`config.mk`:
```
export PLATFORM = sky130hd
export DESIGN_NAME = plantard_mm_pipe
export DESIGN_NICKNAME = d
export VERILOG_FILES = /design/src/rtl/plantard_pkg.sv /design/src/rtl/plantard_lane.sv /design/src/rtl/plantard_mm_pipe.sv
export SDC_FILE = /design/constraint.sdc
export NUM_CORES = 2
export LEC_CHECK = 0
export CAP_MARGIN = 0
export CELL_PAD_IN_SITES_DETAIL_PLACEMENT = 1
export CELL_PAD_IN_SITES_GLOBAL_PLACEMENT = 1
export CORE_AREA = 3 3 184 276
export CTS_CLUSTER_DIAMETER = 150
export CTS_CLUSTER_SIZE = 8
export DETAILED_ROUTE_END_ITERATION = 7
export DIE_AREA = 0 0 187 279
export HOLD_SLACK_MARGIN = 0.02
export PLACE_DENSITY = 0.91
export SYNTH_ARGS = -nofsm -noshare
export SYNTH_HDL_FRONTEND = slang
export SYNTH_HIERARCHICAL = 1
export SYNTH_SLANG_ARGS = --single-unit
```
`constraint.sdc`:
```
create_clock -name clk -period 6.3 [get_ports clk]
set_input_delay 1.26 -clock clk [delete_from_list [all_inputs] [get_ports clk]]
set_output_delay 1.26 -clock clk [all_outputs]
set_load 0.05 [all_outputs]
```
`src/rtl/plantard_pkg.sv`:
```
// Shared constants, mode encoding and a reference model for the Plantard
// modular multiplier (default parameter set: Kyber-style Q = 3329, L = 13).
package plantard_pkg;

  localparam int Q_DEF    = 3329;
  localparam int L_DEF    = 13;
  localparam int W_DEF    = 12;
  localparam int TW_W_DEF = 2 * L_DEF;
  localparam int S_W_DEF  = L_DEF + W_DEF + 1;

  // Q^-1 mod 2^(2L) for the default set; multiplying a twiddle t by this
  // gives the pre-scaled operand the datapath expects.
  localparam logic [TW_W_DEF-1:0] QINV_2L = 26'd61403905;

  typedef enum logic {
    MODE_MUL = 1'b0,
    MODE_BYP = 1'b1
  } mode_e;

  // Behavioural Plantard reduction for the default parameter set:
  // c = -a*t*2^(-2L) mod Q, given tw = t*Q^-1 mod 2^(2L).
  function automatic logic [W_DEF-1:0] plantard_ref(input logic [W_DEF-1:0]    a,
                                                    input logic [TW_W_DEF-1:0] tw);
    logic [TW_W_DEF-1:0] p1;
    logic [L_DEF-1:0]    h;
    logic [S_W_DEF-1:0]  s;
    logic [W_DEF:0]      r;
    p1 = TW_W_DEF'(a) * tw;
    h  = p1[TW_W_DEF-1:L_DEF];
    s  = S_W_DEF'(h) * S_W_DEF'(Q_DEF) + S_W_DEF'(Q_DEF);
    r  = s[S_W_DEF-1:L_DEF];
    return (r == (W_DEF + 1)'(Q_DEF)) ? '0 : r[W_DEF-1:0];
  endfunction

endpackage

```
`src/rtl/plantard_lane.sv`:
```
// One lane of the Plantard multiplier: four register stages, all advancing
// together on en. The mode input is the mode of the beat about to enter S4.
module plantard_lane
  import plantard_pkg::*;
#(
  parameter int data_width = W_DEF,
  parameter int L          = L_DEF,
  parameter int Q          = Q_DEF
) (
  input  logic                  clk,
  input  logic                  rst,
  input  logic                  en,
  input  logic                  mode,
  input  logic [data_width-1:0] a,
  input  logic [2*L-1:0]        tw,
  output logic [data_width-1:0] c
);

  localparam int TW_W = 2 * L;
  localparam int HQ_W = L + data_width;
  localparam int S_W  = L + data_width + 1;
  localparam int R_W  = data_width + 1;

  // r lies in [0, Q]; the single value Q is folded back to zero.
  function automatic logic [data_width-1:0] fold_q(input logic [R_W-1:0] r);
    return (r == R_W'(Q)) ? '0 : r[data_width-1:0];
  endfunction

  logic [L-1:0]          h;
  logic [HQ_W-1:0]       hq;
  logic [R_W-1:0]        r;

  logic [L-1:0]          h_p1;
  logic [data_width-1:0] a_p1;
  logic [HQ_W-1:0]       hq_p2;
  logic [data_width-1:0] a_p2;
  logic [R_W-1:0]        r_p3;
  logic [data_width-1:0] a_p3;
  logic [data_width-1:0] c_p4;

  // The product is taken mod 2^(2L) and only its upper half is ever used,
  // so S1 keeps just h instead of the full p1.
  assign h  = L'((TW_W'(a) * tw) >> L);
  assign hq = HQ_W'(h_p1) * HQ_W'(Q);
  // s = h*Q + Q needs L+W+1 bits; only s >> L is kept in S3.
  assign r  = R_W'((S_W'(hq_p2) + S_W'(Q)) >> L);

  // S1: upper half of a*tw, operand a carried for bypass
  always_ff @(posedge clk or negedge rst) begin
    if (!rst) begin
      h_p1 <= '0;
      a_p1 <= '0;
    end else if (en) begin
      h_p1 <= h;
      a_p1 <= a;
    end
  end

  // S2: h*Q
  always_ff @(posedge clk or negedge rst) begin
    if (!rst) begin
      hq_p2 <= '0;
      a_p2  <= '0;
    end else if (en) begin
      hq_p2 <= hq;
      a_p2  <= a_p1;
    end
  end

  // S3: (h*Q + Q) >> L
  always_ff @(posedge clk or negedge rst) begin
    if (!rst) begin
      r_p3 <= '0;
      a_p3 <= '0;
    end else if (en) begin
      r_p3 <= r;
      a_p3 <= a_p2;
    end
  end

  // S4: final fold or bypass selection, drives the lane output
  always_ff @(posedge clk or negedge rst) begin
    if (!rst) begin
      c_p4 <= '0;
    end else if (en) begin
      c_p4 <= (mode_e'(mode) == MODE_BYP) ? a_p3 : fold_q(r_p3);
    end
  end

  assign c = c_p4;

endmodule

```
`src/rtl/plantard_mm_pipe.sv`:
```
// Multi-lane Plantard modular multiplier with valid/ready handshake. Lanes
// run lock-step; valid, mode and tag travel in a parallel control pipeline,
// and a single global enable stalls every stage when the output is blocked.
module plantard_mm_pipe
  import plantard_pkg::*;
#(
  parameter int data_width = W_DEF,
  parameter int L          = L_DEF,
  parameter int Q          = Q_DEF,
  parameter int N_LANES    = 2,
  parameter int TAG_W      = 8
) (
  input  logic                          clk,
  input  logic                          rst,
  input  logic                          in_valid,
  output logic                          in_ready,
  input  logic                          in_mode,
  input  logic [TAG_W-1:0]              in_tag,
  input  logic [N_LANES*data_width-1:0] in_a,
  input  logic [N_LANES*2*L-1:0]        in_tw,
  output logic                          out_valid,
  input  logic                          out_ready,
  output logic [TAG_W-1:0]              out_tag,
  output logic [N_LANES*data_width-1:0] out_c
);

  localparam int TW_W = 2 * L;

  if (Q >= (1 << (L - 1))) begin : g_bad_q_l
    $fatal(1, "plantard_mm_pipe: Q must be below 2^(L-1)");
  end
  if (Q >= (1 << data_width)) begin : g_bad_q_w
    $fatal(1, "plantard_mm_pipe: Q must be below 2^data_width");
  end

  logic             en;
  logic             vld_p1, vld_p2, vld_p3, vld_p4;
  logic             mode_p1, mode_p2, mode_p3;
  logic [TAG_W-1:0] tag_p1, tag_p2, tag_p3, tag_p4;

  // Everything advances unless a finished beat is waiting on a busy sink.
  assign en        = !vld_p4 || out_ready;
  assign in_ready  = en;
  assign out_valid = vld_p4;
  assign out_tag   = tag_p4;

  // Valid bits: S1 captures the handshake, bubbles shift like beats
  always_ff @(posedge clk or negedge rst) begin
    if (!rst) begin
      vld_p1 <= 1'b0;
      vld_p2 <= 1'b0;
      vld_p3 <= 1'b0;
      vld_p4 <= 1'b0;
    end else if (en) begin
      vld_p1 <= in_valid;
      vld_p2 <= vld_p1;
      vld_p3 <= vld_p2;
      vld_p4 <= vld_p3;
    end
  end

  // Per-beat sideband: mode is needed up to the S4 select, tag to the output
  always_ff @(posedge clk or negedge rst) begin
    if (!rst) begin
      mode_p1 <= 1'b0;
      mode_p2 <= 1'b0;
      mode_p3 <= 1'b0;
      tag_p1  <= '0;
      tag_p2  <= '0;
      tag_p3  <= '0;
      tag_p4  <= '0;
    end else if (en) begin
      mode_p1 <= in_mode;
      mode_p2 <= mode_p1;
      mode_p3 <= mode_p2;
      tag_p1  <= in_tag;
      tag_p2  <= tag_p1;
      tag_p3  <= tag_p2;
      tag_p4  <= tag_p3;
    end
  end

  for (genvar i = 0; i < N_LANES; i++) begin : g_lane
    plantard_lane #(
      .data_width(data_width),
      .L         (L),
      .Q         (Q)
    ) u_lane (
      .clk (clk),
      .rst (rst),
      .en  (en),
      .mode(mode_p3),
      .a   (in_a[i*data_width +: data_width]),
      .tw  (in_tw[i*TW_W +: TW_W]),
      .c   (out_c[i*data_width +: data_width])
    );
  end

endmodule

```
## Yosys cells after proc, flatten, opt, wreduce, memory -nomap -nowiden

Index checks and enable logic that the tools add are counted.

| word-level totals | value |
|---|---|
| register bits after elaboration | 237 |
| memory bits (writable) | 0 |
| memories | 0 |
| bits in latches | 0 |
| ROM bits | 0 |
| input port bits | 89 |
| word-level logic and storage cells | 39 |

| operators by class | value |
|---|---|
| $add $sub $neg | 2 |
| order comparisons | 0 |
| divide/modulo/power cells | 0 |
| shift operators | 0 |
| multiplexer cells | 4 |
| reduce and logical (&&, ||, !) cells | 2 |
| bitwise gates (word level) | 0 |
| multipliers | 4 |
| equal/unequal tests | 2 |

Operator list:

| operator | number |
|---|---|
| $add A25 B12 Y26 const B | 2 |
| $mul A12 B26 Y26 | 2 |
| $mul A13 B12 Y25 const B | 2 |
| $mux W12 | 4 |
| $eq A13 B12 Y1 const B | 2 |
| $logic_not A1 Y1 | 1 |
| $logic_or A1 B1 Y1 | 1 |

## Logic depth before layout (Yosys ltp)

| logic depth | value |
|---|---|
| depth in word-level cells | 3 |
| gate-level depth with buffers | 22 |

## Modules after synthesis

The synthesis kept the hierarchy.

By module, submodules not included:

| module | times used | area an instance (um2) | cells each | seq. area each (um2) |
|---|---|---|---|---|
| plantard_lane at g_lane[1].u_lane | 1 | 12354.3 | 1289 | 2477.4 |
| plantard_lane at g_lane[0].u_lane | 1 | 12353.1 | 1295 | 2477.4 |
| plantard_mm_pipe | 1 | 1493.9 | 84 | 975.9 |

## Worst setup path before layout

OpenSTA, ideal clock, no wires.

| path | value |
|---|---|
| path kind | input port to flip-flop |
| start | in in_a[19] |
| end | reg g_lane[1].u_lane.h_p1[11] |
| path slack | -0.051 ns |
| stages | 20 |
| arrival | 6.215 ns |
| data required time | 6.164 ns |
| cell sequence | clkbuf_1 -> clkbuf_1 -> nand2_1 -> fa_1 -> fa_1 -> fa_1 -> inv_1 -> fa_1 -> inv_1 -> fa_1 -> inv_1 -> ha_1 -> o211ai_1 -> nor2_1 -> a221o_1 -> a2111oi_4 -> o21ai_2 -> a221oi_2 -> xor2_1 -> mux2i_1 |

| on the way | value |
|---|---|
| word-level cells in the longest chain between the ends | 1 |

RTL lines:

| element | RTL line | text |
|---|---|---|
| start: declaration | plantard_mm_pipe.sv:19 | `input logic [N_LANES*data_width-1:0] in_a,` |
| $mul A12 B26 Y26 | plantard_lane.sv:43 | `assign h = L'((TW_W'(a) * tw) >> L);` |
| end signal: assignment | plantard_lane.sv:54 | `h_p1 <= h;` |
| end: declaration | plantard_lane.sv:33 | `logic [L-1:0] h_p1;` |

Every way passes these cells.
A chain may end at the register's enable or synchronous reset.

## Worst setup path after layout

| path | value |
|---|---|
| start | in in_a[20] |
| end | reg g_lane[1].u_lane.h_p1[11] |

Same word-level chain as after synthesis.

==> impl_metrics.ini <==
[synth]
yosysSeqAreaShare = 0.226
synth_seq_cells = 237
synth_edf_count = 0
avgSynthCellArea_um2 = 9.82
netlist_instances = 2668
synth-compound-area-share = 0.0478
ys_types = 60
synth_adder_area_share = 0.396
synth-simple-area-share = 0.120
async_flop_share = 1.00
netlist_area_um2 = 26200
ys.flop_type = dfrtp_1
synthXorXnorAreaFrac = 0.0381
syn_nets = 3359
yosysWarnings = 6
synth_top_family_by_area = adder cells
synth.area.mux_share = 0.0765

[cells_and_area]
final_nets = 3621
layout-drive-gt1-share = 0.173
layout_commonest_cell = inv_1
postLayoutCoreUtil = 0.632
final_area_um2 = 30800
final_cell_mix = 524 x inv_1, 371 x nand2_1, 364 x fa_1
final_cells = 3588
areaGrowthSynthToFinish_pct = 17.4

[detailed_routing]
drtIter0Drc = 1360
num_vias = 21202
dr.pass1.iters = 6
wirelength_um = 94900
ant_nets = 0
route.detailed.drc = 0
wl_per_cell_um = 26.5
vias_per_cell = 5.91

[clock_network]
cts_tree = built
cts-root-buf = clkbuf_16
clk_pin_slew_ns = 0.06
clkLatencyLatePin_ns = 0.53
cts_made_buffers = 35
htreeDepth = 2
clockBufferDepth = 3
holdBufCountCts = 0
clkSinkCount = 237

[hold_path]
hold_path_class = reg2reg
hp-start = vld_p3$_DFFE_PN0P_
holdPathEnd = out_valid$_DFFE_PN0P_
holdPathStages = 1

[sta]
setup_viol = 1
maxSlewHeadroom = 0.346
max_freq_ghz = 0.158
fin_ws_ns = -0.0190
min_period_ns = 6.32
slew_violations = 0
period_share = 1.00
tightest_slew_ns = 0.981
hold_violations = 0
skew_ns = 0.0280

[floorplanning]
die_y_um = 279
rows = 99
dieArea_um2 = 52200
core-area_um2 = 48700
start_util = 0.538
die_w_um = 187
num_io_pins = 123

[critical_path]
r2r_cells = 18
cp.required_ns = 6.65
reg2reg_from = g_lane[1].u_lane/h_p1[2]$_DFFE_PN0P_
slowest_delay_ns = 0.60
worst-path-buf-inv = 5
endpoint_kind = flop
start_kind = input port
reg2reg_to = g_lane[1].u_lane/hq_p2[24]$_DFFE_PN0P_
ff2ff_setup_slack_ns = 1.11
crit_fanout = 6
critical_path.cell_chain = clkdlybuf4s15_1 -> buf_6 -> buf_4 -> nand2_2 -> fa_1 -> inv_2 -> fa_1 -> fa_1 -> fa_2 -> fa_2 -> ha_4 -> o211ai_1 -> nor2_1 -> a221o_1 -> a2111oi_4 -> buf_4 -> o21ai_4 -> a221oi_4 -> xor2_1 -> mux2i_1
cpMaxStageDelayCell = fa_1
worstSetupPathType = in2reg
crit_family = adder cells
arrival_ns = 6.67
crit_path_frequent_cell = fa_1

[grt]
grt_pass1_vias = 25872
grt_usage = 0.363
grt_pass1_wl_um = 146000
antenna_found_initial = 2
overflow = 0
grt_max_degree = 109

[place]
portBuffers = 122
place_ws_ns = -0.905
post-dp-hpwl_um = 68200
place.gp.congestion = 0.896
placed_cells = 3526
place_area_um2 = 29300

[outcome]
outcome = finished, violations left
failed_checks = setup timing

[job]
drv_cap = 0
-- metal layers --
layer	vias to the layer above	track usage	part of all wire
li1	8683	-	-
met2	1109	0.691	0.54
met3	632	0.0526	0.047
met5	-	0	0.00019
met1	10776	0.347	0.31
met4	2	0.281	0.096
-- layout make-up --
class                   instances  area [um^2]
multi-input cells            1779        18100
fillers                      5296        17900
flip-flops and latches        237         5930
repair buffers                343         3000
inverters                     534         2010
clock buffers                  35          876
well taps                     656          821
clock inverters                 3         37.5
diodes                          1         2.50
-- cell usage after synthesis, types with 3 or more instances --
cell	number	area (um^2)
a21o_1	14	105
xor2_1	31	272
ha_1	224	2800
mux2i_1	24	240
mux2_4	5	75.1
inv_1	534	2000
clkbuf_8	4	55.1
nand4_1	16	100
o2bb2ai_1	3	26.3
nand2_1	378	1420
buf_1	7	26.3
clkbuf_1	104	390
nand3_1	15	75.1
a21oi_1	76	380
o21bai_1	10	75.1
o21ai_1	4	20.0
o31ai_1	4	30.0
fa_1	378	7570
o211ai_1	7	52.6
and2_1	152	951
mux2_2	150	1690
o21ai_0	23	115
a221oi_1	8	70.1
nor2_1	98	368
xnor2_1	83	727
a211o_1	3	26.3
dfrtp_1	237	5930
a31oi_1	5	31.3
a211oi_1	10	75.1
nor4_1	7	43.8
and3_1	6	37.5
nor3_1	7	35.0
nand2b_1	3	18.8
-- repair_timing --
| item | in CTS | in global routing |
|---|---|---|
| resized for setup | 65 | 89 |
| setup endpoints to repair | 20 | 17 |
| buffers inserted | 10 | 13 |
| pin swaps | 27 | 63 |
-- worst max path at each step --
| stage | cells after the start | start | end |
|---|---|---|---|
| after global routing | 19 | in_a[13] | g_lane[1].u_lane/h_p1[11]$_DFFE_PN0P_ |
| after CTS | 18 | in_tw[28] | g_lane[1].u_lane/h_p1[10]$_DFFE_PN0P_ |
| after global placement | 20 | in_tw[31] | g_lane[1].u_lane/h_p1[11]$_DFFE_PN0P_ |
| after detailed placement | 19 | in_a[11] | g_lane[0].u_lane/h_p1[6]$_DFFE_PN0P_ |
| after floorplan | 18 | in_a[7] | g_lane[0].u_lane/h_p1[6]$_DFFE_PN0P_ |
| final | 20 | in_a[20] | g_lane[1].u_lane/h_p1[11]$_DFFE_PN0P_ |
-- sequential cells by signal, indices dropped and copies added (netlist names) --
name                 cells
g_lane.u_lane/a_p1      24
g_lane.u_lane/a_p2      24
g_lane.u_lane/a_p3      24
g_lane.u_lane/c         24
g_lane.u_lane/h_p1      26
g_lane.u_lane/hq_p2     50
g_lane.u_lane/r_p3      26
mode_p1                  1
mode_p2                  1
mode_p3                  1
out_tag                  8
out_valid                1
tag_p1                   8
tag_p2                   8
tag_p3                   8
vld_p1                   1
vld_p2                   1
vld_p3                   1
-- cell families after synthesis --
logic type               count (synthesis)
XOR/XNOR                               114
flip-flops                             237
multiplexers                           179
AND/OR/NAND/NOR                        694
AO/OA/AOI/OAI                          190
buffers and inverters                  652
adder cells (fa/ha/maj)                602
-- stage by stage --
stage	TNS (ns)	hold WS, ns
2_1_floorplan	0	0.440
6_report	-0.0190	0.493
5_1_grt	-0.925	0.513
3_5_place_dp	-16.61	0.480
3_3_place_gp	-9.54	0.459
4_1_cts	0	0.494
Power is not shown: default switching activity piles up to over one toggle a cycle in this logic, so the estimate is an artifact.
